### config.mk
export PLATFORM = sky130hd
export DESIGN_NAME = mem_arbiter_flat
export DESIGN_NICKNAME = d
export VERILOG_FILES = /design/src/rtl/mem_arbiter_pkg.sv /design/src/rtl/mem_arbiter_if.sv /design/src/rtl/mem_arbiter.sv /design/src/flat_wrapper.sv
export SDC_FILE = /design/constraint.sdc
export NUM_CORES = 1
export LEC_CHECK = 0
export ABC_AREA = 1
export CAP_MARGIN = 30
export CORE_AREA = 2 2 112 114
export DETAILED_ROUTE_END_ITERATION = 12
export DIE_AREA = 0 0 114 116
export GPL_ROUTABILITY_DRIVEN = 0
export PLACE_DENSITY_LB_ADDON = 0.12
export SLEW_MARGIN = 20
export SYNTH_ARGS = -nofsm -noshare
export SYNTH_HDL_FRONTEND = slang
export SYNTH_SLANG_ARGS = --single-unit
### constraint.sdc
create_clock -name clk -period 1.8 [get_ports clk]
set_clock_uncertainty 0.2 [all_clocks]
set_input_delay 0.36 -clock clk [delete_from_list [all_inputs] [get_ports clk]]
set_output_delay 0.36 -clock clk [all_outputs]
set_load 0.05 [all_outputs]
### src/rtl/mem_arbiter_pkg.sv
// Shared types for the memory arbiter: FSM states and requester ids.
package mem_arbiter_pkg;

  typedef enum logic [1:0] {
    IDLE     = 2'd0,
    SERVE_IF = 2'd1,
    SERVE_DM = 2'd2
  } state_t;

  typedef enum logic {
    REQ_IF = 1'b0,
    REQ_DM = 1'b1
  } req_id_t;

endpackage

### src/rtl/mem_arbiter_if.sv
// Requester and memory-port bundle. The slave view belongs to the arbiter; the master view belongs to its environment.
interface mem_arbiter_if #(parameter int BITSIZE = 32);
  logic [BITSIZE-1:0] IF_addr_i;
  logic               IF_read_i;
  logic               IF_flush_i;
  logic [BITSIZE-1:0] IF_data_o;
  logic               IF_valid_o;

  logic [BITSIZE-1:0] DM_addr_i;
  logic [BITSIZE-1:0] DM_data_i;
  logic               DM_read_i;
  logic               DM_write_i;
  logic [3:0]         DM_be_i;
  logic [BITSIZE-1:0] DM_data_o;
  logic               DM_valid_o;

  logic [BITSIZE-1:0] MEM_addr_o;
  logic [BITSIZE-1:0] MEM_data_o;
  logic               MEM_read_o;
  logic               MEM_write_o;
  logic [3:0]         MEM_be_o;
  logic [BITSIZE-1:0] MEM_data_i;
  logic               MEM_valid_i;

  modport slave (
    input  IF_addr_i, IF_read_i, IF_flush_i, DM_addr_i, DM_data_i, DM_read_i,
           DM_write_i, DM_be_i, MEM_data_i, MEM_valid_i,
    output IF_data_o, IF_valid_o, DM_data_o, DM_valid_o,
           MEM_addr_o, MEM_data_o, MEM_read_o, MEM_write_o, MEM_be_o
  );

  modport master (
    output IF_addr_i, IF_read_i, IF_flush_i, DM_addr_i, DM_data_i, DM_read_i,
           DM_write_i, DM_be_i, MEM_data_i, MEM_valid_i,
    input  IF_data_o, IF_valid_o, DM_data_o, DM_valid_o,
           MEM_addr_o, MEM_data_o, MEM_read_o, MEM_write_o, MEM_be_o
  );
endinterface

### src/rtl/mem_arbiter.sv
// Two-requester (fetch / data) arbiter onto a single memory port, round-robin on ties.
module mem_arbiter
  import mem_arbiter_pkg::*;
#(
  parameter int BITSIZE = 32
) (
  input logic          clk,
  input logic          rstn_i,
  mem_arbiter_if.slave bus
);

  state_t             state_q, state_d;
  req_id_t            last_q, last_d;
  logic               abort_q, abort_d;
  logic               wr_q, wr_d;
  logic [BITSIZE-1:0] addr_q, addr_d;
  logic [BITSIZE-1:0] wdata_q, wdata_d;
  logic [3:0]         be_q, be_d;

  logic if_req, dm_req, grant_if, grant_dm, busy;
  logic if_vld, dm_vld;

  always_ff @(posedge clk or negedge rstn_i) begin
    if (!rstn_i) begin
      state_q <= IDLE;
      last_q  <= REQ_DM;
      abort_q <= 1'b0;
      wr_q    <= 1'b0;
      addr_q  <= '0;
      wdata_q <= '0;
      be_q    <= '0;
    end else begin
      state_q <= state_d;
      last_q  <= last_d;
      abort_q <= abort_d;
      wr_q    <= wr_d;
      addr_q  <= addr_d;
      wdata_q <= wdata_d;
      be_q    <= be_d;
    end
  end

  always_comb begin
    state_d  = state_q;
    last_d   = last_q;
    abort_d  = abort_q;
    wr_d     = wr_q;
    addr_d   = addr_q;
    wdata_d  = wdata_q;
    be_d     = be_q;
    grant_if = 1'b0;
    grant_dm = 1'b0;
    if_vld   = 1'b0;
    dm_vld   = 1'b0;
    // A flush in the same cycle as a fetch request withdraws that request.
    if_req   = bus.IF_read_i && !bus.IF_flush_i;
    dm_req   = bus.DM_read_i || bus.DM_write_i;

    case (state_q)
      IDLE: begin
        abort_d = 1'b0;
        if (if_req && dm_req) begin
          grant_if = (last_q == REQ_DM);
          grant_dm = !grant_if;
        end else begin
          grant_if = if_req;
          grant_dm = dm_req;
        end
        if (grant_if) begin
          state_d = SERVE_IF;
          last_d  = REQ_IF;
          wr_d    = 1'b0;
          addr_d  = bus.IF_addr_i;
          wdata_d = '0;
          be_d    = '0;
        end else if (grant_dm) begin
          state_d = SERVE_DM;
          last_d  = REQ_DM;
          wr_d    = bus.DM_write_i;
          addr_d  = bus.DM_addr_i;
          wdata_d = bus.DM_data_i;
          be_d    = bus.DM_be_i;
        end
      end
      SERVE_IF: begin
        if (bus.IF_flush_i) abort_d = 1'b1;
        if (bus.MEM_valid_i) begin
          // An aborted fetch still drains the memory but returns nothing.
          if_vld  = !abort_q && !bus.IF_flush_i;
          abort_d = 1'b0;
          state_d = IDLE;
        end
      end
      SERVE_DM: begin
        if (bus.MEM_valid_i) begin
          dm_vld  = 1'b1;
          state_d = IDLE;
        end
      end
      default: state_d = IDLE;
    endcase
  end

  assign busy = (state_q != IDLE);

  assign bus.MEM_addr_o  = busy ? addr_q  : '0;
  assign bus.MEM_data_o  = busy ? wdata_q : '0;
  assign bus.MEM_be_o    = busy ? be_q    : '0;
  assign bus.MEM_read_o  = busy && !wr_q;
  assign bus.MEM_write_o = busy &&  wr_q;

  assign bus.IF_valid_o  = if_vld;
  assign bus.DM_valid_o  = dm_vld;
  assign bus.IF_data_o   = if_vld ? bus.MEM_data_i : '0;
  assign bus.DM_data_o   = dm_vld ? bus.MEM_data_i : '0;

endmodule

### src/flat_wrapper.sv
// flat-port wrapper written by rule: the top's interface ports become plain ports
module mem_arbiter_flat import mem_arbiter_pkg::*;
#(
  parameter int BITSIZE = 32
)
  (clk, rstn_i, bus_IF_addr_i, bus_IF_read_i, bus_IF_flush_i, bus_DM_addr_i, bus_DM_data_i, bus_DM_read_i, bus_DM_write_i, bus_DM_be_i, bus_MEM_data_i, bus_MEM_valid_i, bus_IF_data_o, bus_IF_valid_o, bus_DM_data_o, bus_DM_valid_o, bus_MEM_addr_o, bus_MEM_data_o, bus_MEM_read_o, bus_MEM_write_o, bus_MEM_be_o);
  mem_arbiter_if #(.BITSIZE(BITSIZE)) bus_i ();
  input logic clk;
  input logic rstn_i;
  input wire logic [$bits(bus_i.IF_addr_i)-1:0] bus_IF_addr_i;
  input wire logic [$bits(bus_i.IF_read_i)-1:0] bus_IF_read_i;
  input wire logic [$bits(bus_i.IF_flush_i)-1:0] bus_IF_flush_i;
  input wire logic [$bits(bus_i.DM_addr_i)-1:0] bus_DM_addr_i;
  input wire logic [$bits(bus_i.DM_data_i)-1:0] bus_DM_data_i;
  input wire logic [$bits(bus_i.DM_read_i)-1:0] bus_DM_read_i;
  input wire logic [$bits(bus_i.DM_write_i)-1:0] bus_DM_write_i;
  input wire logic [$bits(bus_i.DM_be_i)-1:0] bus_DM_be_i;
  input wire logic [$bits(bus_i.MEM_data_i)-1:0] bus_MEM_data_i;
  input wire logic [$bits(bus_i.MEM_valid_i)-1:0] bus_MEM_valid_i;
  output wire logic [$bits(bus_i.IF_data_o)-1:0] bus_IF_data_o;
  output wire logic [$bits(bus_i.IF_valid_o)-1:0] bus_IF_valid_o;
  output wire logic [$bits(bus_i.DM_data_o)-1:0] bus_DM_data_o;
  output wire logic [$bits(bus_i.DM_valid_o)-1:0] bus_DM_valid_o;
  output wire logic [$bits(bus_i.MEM_addr_o)-1:0] bus_MEM_addr_o;
  output wire logic [$bits(bus_i.MEM_data_o)-1:0] bus_MEM_data_o;
  output wire logic [$bits(bus_i.MEM_read_o)-1:0] bus_MEM_read_o;
  output wire logic [$bits(bus_i.MEM_write_o)-1:0] bus_MEM_write_o;
  output wire logic [$bits(bus_i.MEM_be_o)-1:0] bus_MEM_be_o;
  assign bus_i.IF_addr_i = bus_IF_addr_i;
  assign bus_i.IF_read_i = bus_IF_read_i;
  assign bus_i.IF_flush_i = bus_IF_flush_i;
  assign bus_i.DM_addr_i = bus_DM_addr_i;
  assign bus_i.DM_data_i = bus_DM_data_i;
  assign bus_i.DM_read_i = bus_DM_read_i;
  assign bus_i.DM_write_i = bus_DM_write_i;
  assign bus_i.DM_be_i = bus_DM_be_i;
  assign bus_i.MEM_data_i = bus_MEM_data_i;
  assign bus_i.MEM_valid_i = bus_MEM_valid_i;
  assign bus_IF_data_o = bus_i.IF_data_o;
  assign bus_IF_valid_o = bus_i.IF_valid_o;
  assign bus_DM_data_o = bus_i.DM_data_o;
  assign bus_DM_valid_o = bus_i.DM_valid_o;
  assign bus_MEM_addr_o = bus_i.MEM_addr_o;
  assign bus_MEM_data_o = bus_i.MEM_data_o;
  assign bus_MEM_read_o = bus_i.MEM_read_o;
  assign bus_MEM_write_o = bus_i.MEM_write_o;
  assign bus_MEM_be_o = bus_i.MEM_be_o;
  mem_arbiter #(.BITSIZE(BITSIZE)) u_core (.clk(clk), .rstn_i(rstn_i), .bus(bus_i));
endmodule
==> impl_metrics.yaml <==
clock_tree:
  cts_tree: "done"
  cts_sinks: 73
  clockBufferDepth: 2
  cts-buffers-inserted: 9
  path_clk_slew_ps: 50
  htree_levels: 3
  clock_tree.root_cell: "clkbuf_16"
  insertion_delay_ps: 340
synth:
  synth_top_area_share_pct: 40.4
  ys_seq_area_share_pct: 41.0
  synth_adder_area_share_pct: 0.843
  yosys.area_share.simple_pct: 38.7
  synthMuxAreaShare_pct: 0
  synth_top_family_by_area: "simple AND/OR/NAND/NOR gates"
  synth_cells: 717
  avgSynthCellArea_um2: 6.21
  synth_nets: 859
  synthTopCellsByArea: "dfrtp_1 40%, nand2_1 18%, inv_1 15%, nor2_1 11%, nand3_1 7.5%"
  synth.distinct_cells: 20
  ys_ff_latch: 73
  yosysWarningCount: 0
  syn_area_mm2: 0.00445
  synth-compound-area-share_pct: 0.562
  synth_top_area_cell: "dfrtp_1"
  synth-xor-area-share_pct: 0
drt:
  firstDrtPassIters: 5
  viasPerCell: 5.45
  num_vias: 6532
  ant_nets: 0
  avgRoutedWirePerCell_um: 23.3
  drt_iter0_markers: 579
  post-route-drc-count: 0
  drt_wl_total_um: 27900
outcome:
  violations: "negative setup slack"
  status: "finished, violations left"
critical_path:
  r2r_cells: 12
  end_kind: "primary output"
  arrival_ps: 1820
  crit_path_start: "bus_IF_flush_i"
  r2r_start: "u_core.state_q[0]"
  startpoint_type: "primary input"
  r2r-end: "u_core.wdata_q[24]"
  worstSetupPathType: "primary input to primary output"
  rrSetupSlack_ps: -490
  critPathMaxFanout: 7
  worstPathRequired_ps: 1240
pwr:
  pwr_density_cell_mw_per_mm2: 1850
  p_leak_uw: 0.00538
  irDropWorstVdd_v: 0.00133
finish:
  syn_to_final_growth_pct: 152
  postLayoutCoreUtil_pct: 94.4
  design_area_mm2: 0.0112
  nNetsFinal: 1188
  post_route_cells_drive_above_1_share_pct: 40.6
placement:
  place_ws_ps: -388
  portBuffers: 274
  dp.final_hpwl_um: 12800
  dpl-instance-area_mm2: 0.00860
timing:
  slew_headroom_pct: 73.0
  finalCritPeriodShare_pct: 132
  rsz0062_at_grt: "yes"
  finalSetupTns_ps: -93320
  max_freq_mhz: 420
  min_period_ps: 2380
  setup_viol_count_final: 208
  worst_slack_ps: -579
  max_slew.worst_pin.slew_ps: 401
  finalHoldViolCount: 0
  slew_violations: 0
floorplanning:
  die_w_um: 114
  start_util_pct: 37.4
  die_area_mm2: 0.0132
  rows: 40
  fp.dieH_um: 116
  core_area_mm2: 0.0119
  io_pins: 275
grt:
  grt_usage_pct: 30.6
  globalRoute.totalOverflow: 0
  grt_max_degree: 33
  first_global_vias: 5909
  grt_pass1_wl_um: 31200
  antenna_found_initial: 1
run:
  maxCapViolCount: 0
min_path:
  min_path_type: "primary input to asynchronous set/reset pin"
## flip-flops by register name, indices dropped and copies added (netlist names)
| register | flops |
|---|---|
| u_core.wdata_q | 32 |
| u_core.be_q | 4 |
| u_core.wr_q | 1 |
| u_core.last_q | 1 |
| u_core.abort_q | 1 |
| u_core.addr_q | 32 |
| u_core.state_q | 2 |
## critical path: stages
cell	delay, ps
clkdlybuf4s50_1	460
nor2_2	350
nand2_8	150
clkbuf_16	220
nor2_4	120
buf_12	150
## metrics by stage
step / cells / hold WS, ps / total power (uW)
2_1_floorplan: 717 / -136 / 9010
3_3_place_gp: 1136 / 86.9 / 12300
3_5_place_dp: 1136 / 86.1 / 12400
4_1_cts: 1183 / 276 / 18000
5_1_grt: 1198 / 297 / 21300
6_report: 1199 / 275 / 20800
## kinds of logic (layout without fill, tap and decap cells)
group / count (synthesis) / after routing
buffers and inverters: 211 / 545
other: 0 / 1
AOI/OAI and AO/OA: 5 / 5
adders and majority gates: 3 / 3
and+or+nand+nor: 425 / 425
DFF: 73 / 73
## layout make-up
cell class,count,area (um2)
diodes,1,2.50
clock buffers,10,239
clock inverters,6,114
fillers,320,671
inverters,175,683
multi-input cells,433,3040
flip-flops and latches,73,1830
well taps,147,184
repair buffers,354,5150
## synthesized netlist by cell type
cell type	count
nor3_1	1
buf_4	9
buf_2	10
nand2_2	1
clkbuf_1	7
inv_2	2
nor2_2	2
dfrtp_1	72
ha_1	3
nand2_4	2
nor2_8	1
inv_1	173
nand2_1	215
nor2_1	135
nand3_1	67
o21ai_0	4
nand3_2	1
buf_1	10
a21oi_1	1
dfstp_2	1
## per-layer routing
metal	part of all wire, %	vias up	GRT usage (%)
li1	-	2701	-
met1	33	3113	34.6
met2	50	524	56.7
met3	8.6	194	6.33
met4	8.4	0	12.0
met5	0	-	0
## how the worst max path moves through the flow
| stage | end | slack [ps] | cells past startpoint |
|---|---|---|---|
| after floorplan | bus_MEM_addr_o[13] | -370 | 5 |
| after global placement | bus_IF_data_o[0] | -370 | 6 |
| after detailed placement | bus_IF_data_o[0] | -390 | 6 |
| after CTS | bus_IF_data_o[12] | -460 | 8 |
| after global routing | bus_IF_data_o[0] | -610 | 6 |
| final | bus_IF_data_o[0] | -580 | 6 |
## placed cells by master (no fill, tap or decap), types with 19 or more instances in the layout
| master | count |
|---|---|
| clkbuf_16 | 20 |
| inv_1 | 168 |
| buf_6 | 34 |
| buf_8 | 46 |
| clkdlybuf4s50_1 | 136 |
| buf_16 | 19 |
| buf_12 | 88 |
| dfrtp_1 | 71 |
| nand2_2 | 27 |
| nand3_1 | 58 |
| nor2_4 | 133 |
| nand2_1 | 184 |
## what timing repair did
| item | 4_1_cts | 5_1_grt |
|---|---|---|
| setup endpoints to repair | 204 | 209 |
| pin swaps | 41 | 34 |
| gates cloned | 15 | 12 |
| resized for setup | 241 | 123 |
| hold buffers | 1 | 0 |
| hold endpoints to repair | 22 | 0 |
| setup buffers | 15 | 4 |
## where the power goes
| group | switching, uW | internal (uW) | leakage [uW] |
|---|---|---|---|
| Clock | 767 | 1400 | 0.000165 |
| Combinational | 8880 | 6670 | 0.00432 |
| Sequential | 634 | 2450 | 0.000898 |
| Total | 10300 | 10500 | 0.00538 |
(Power assumes the default switching activity.)
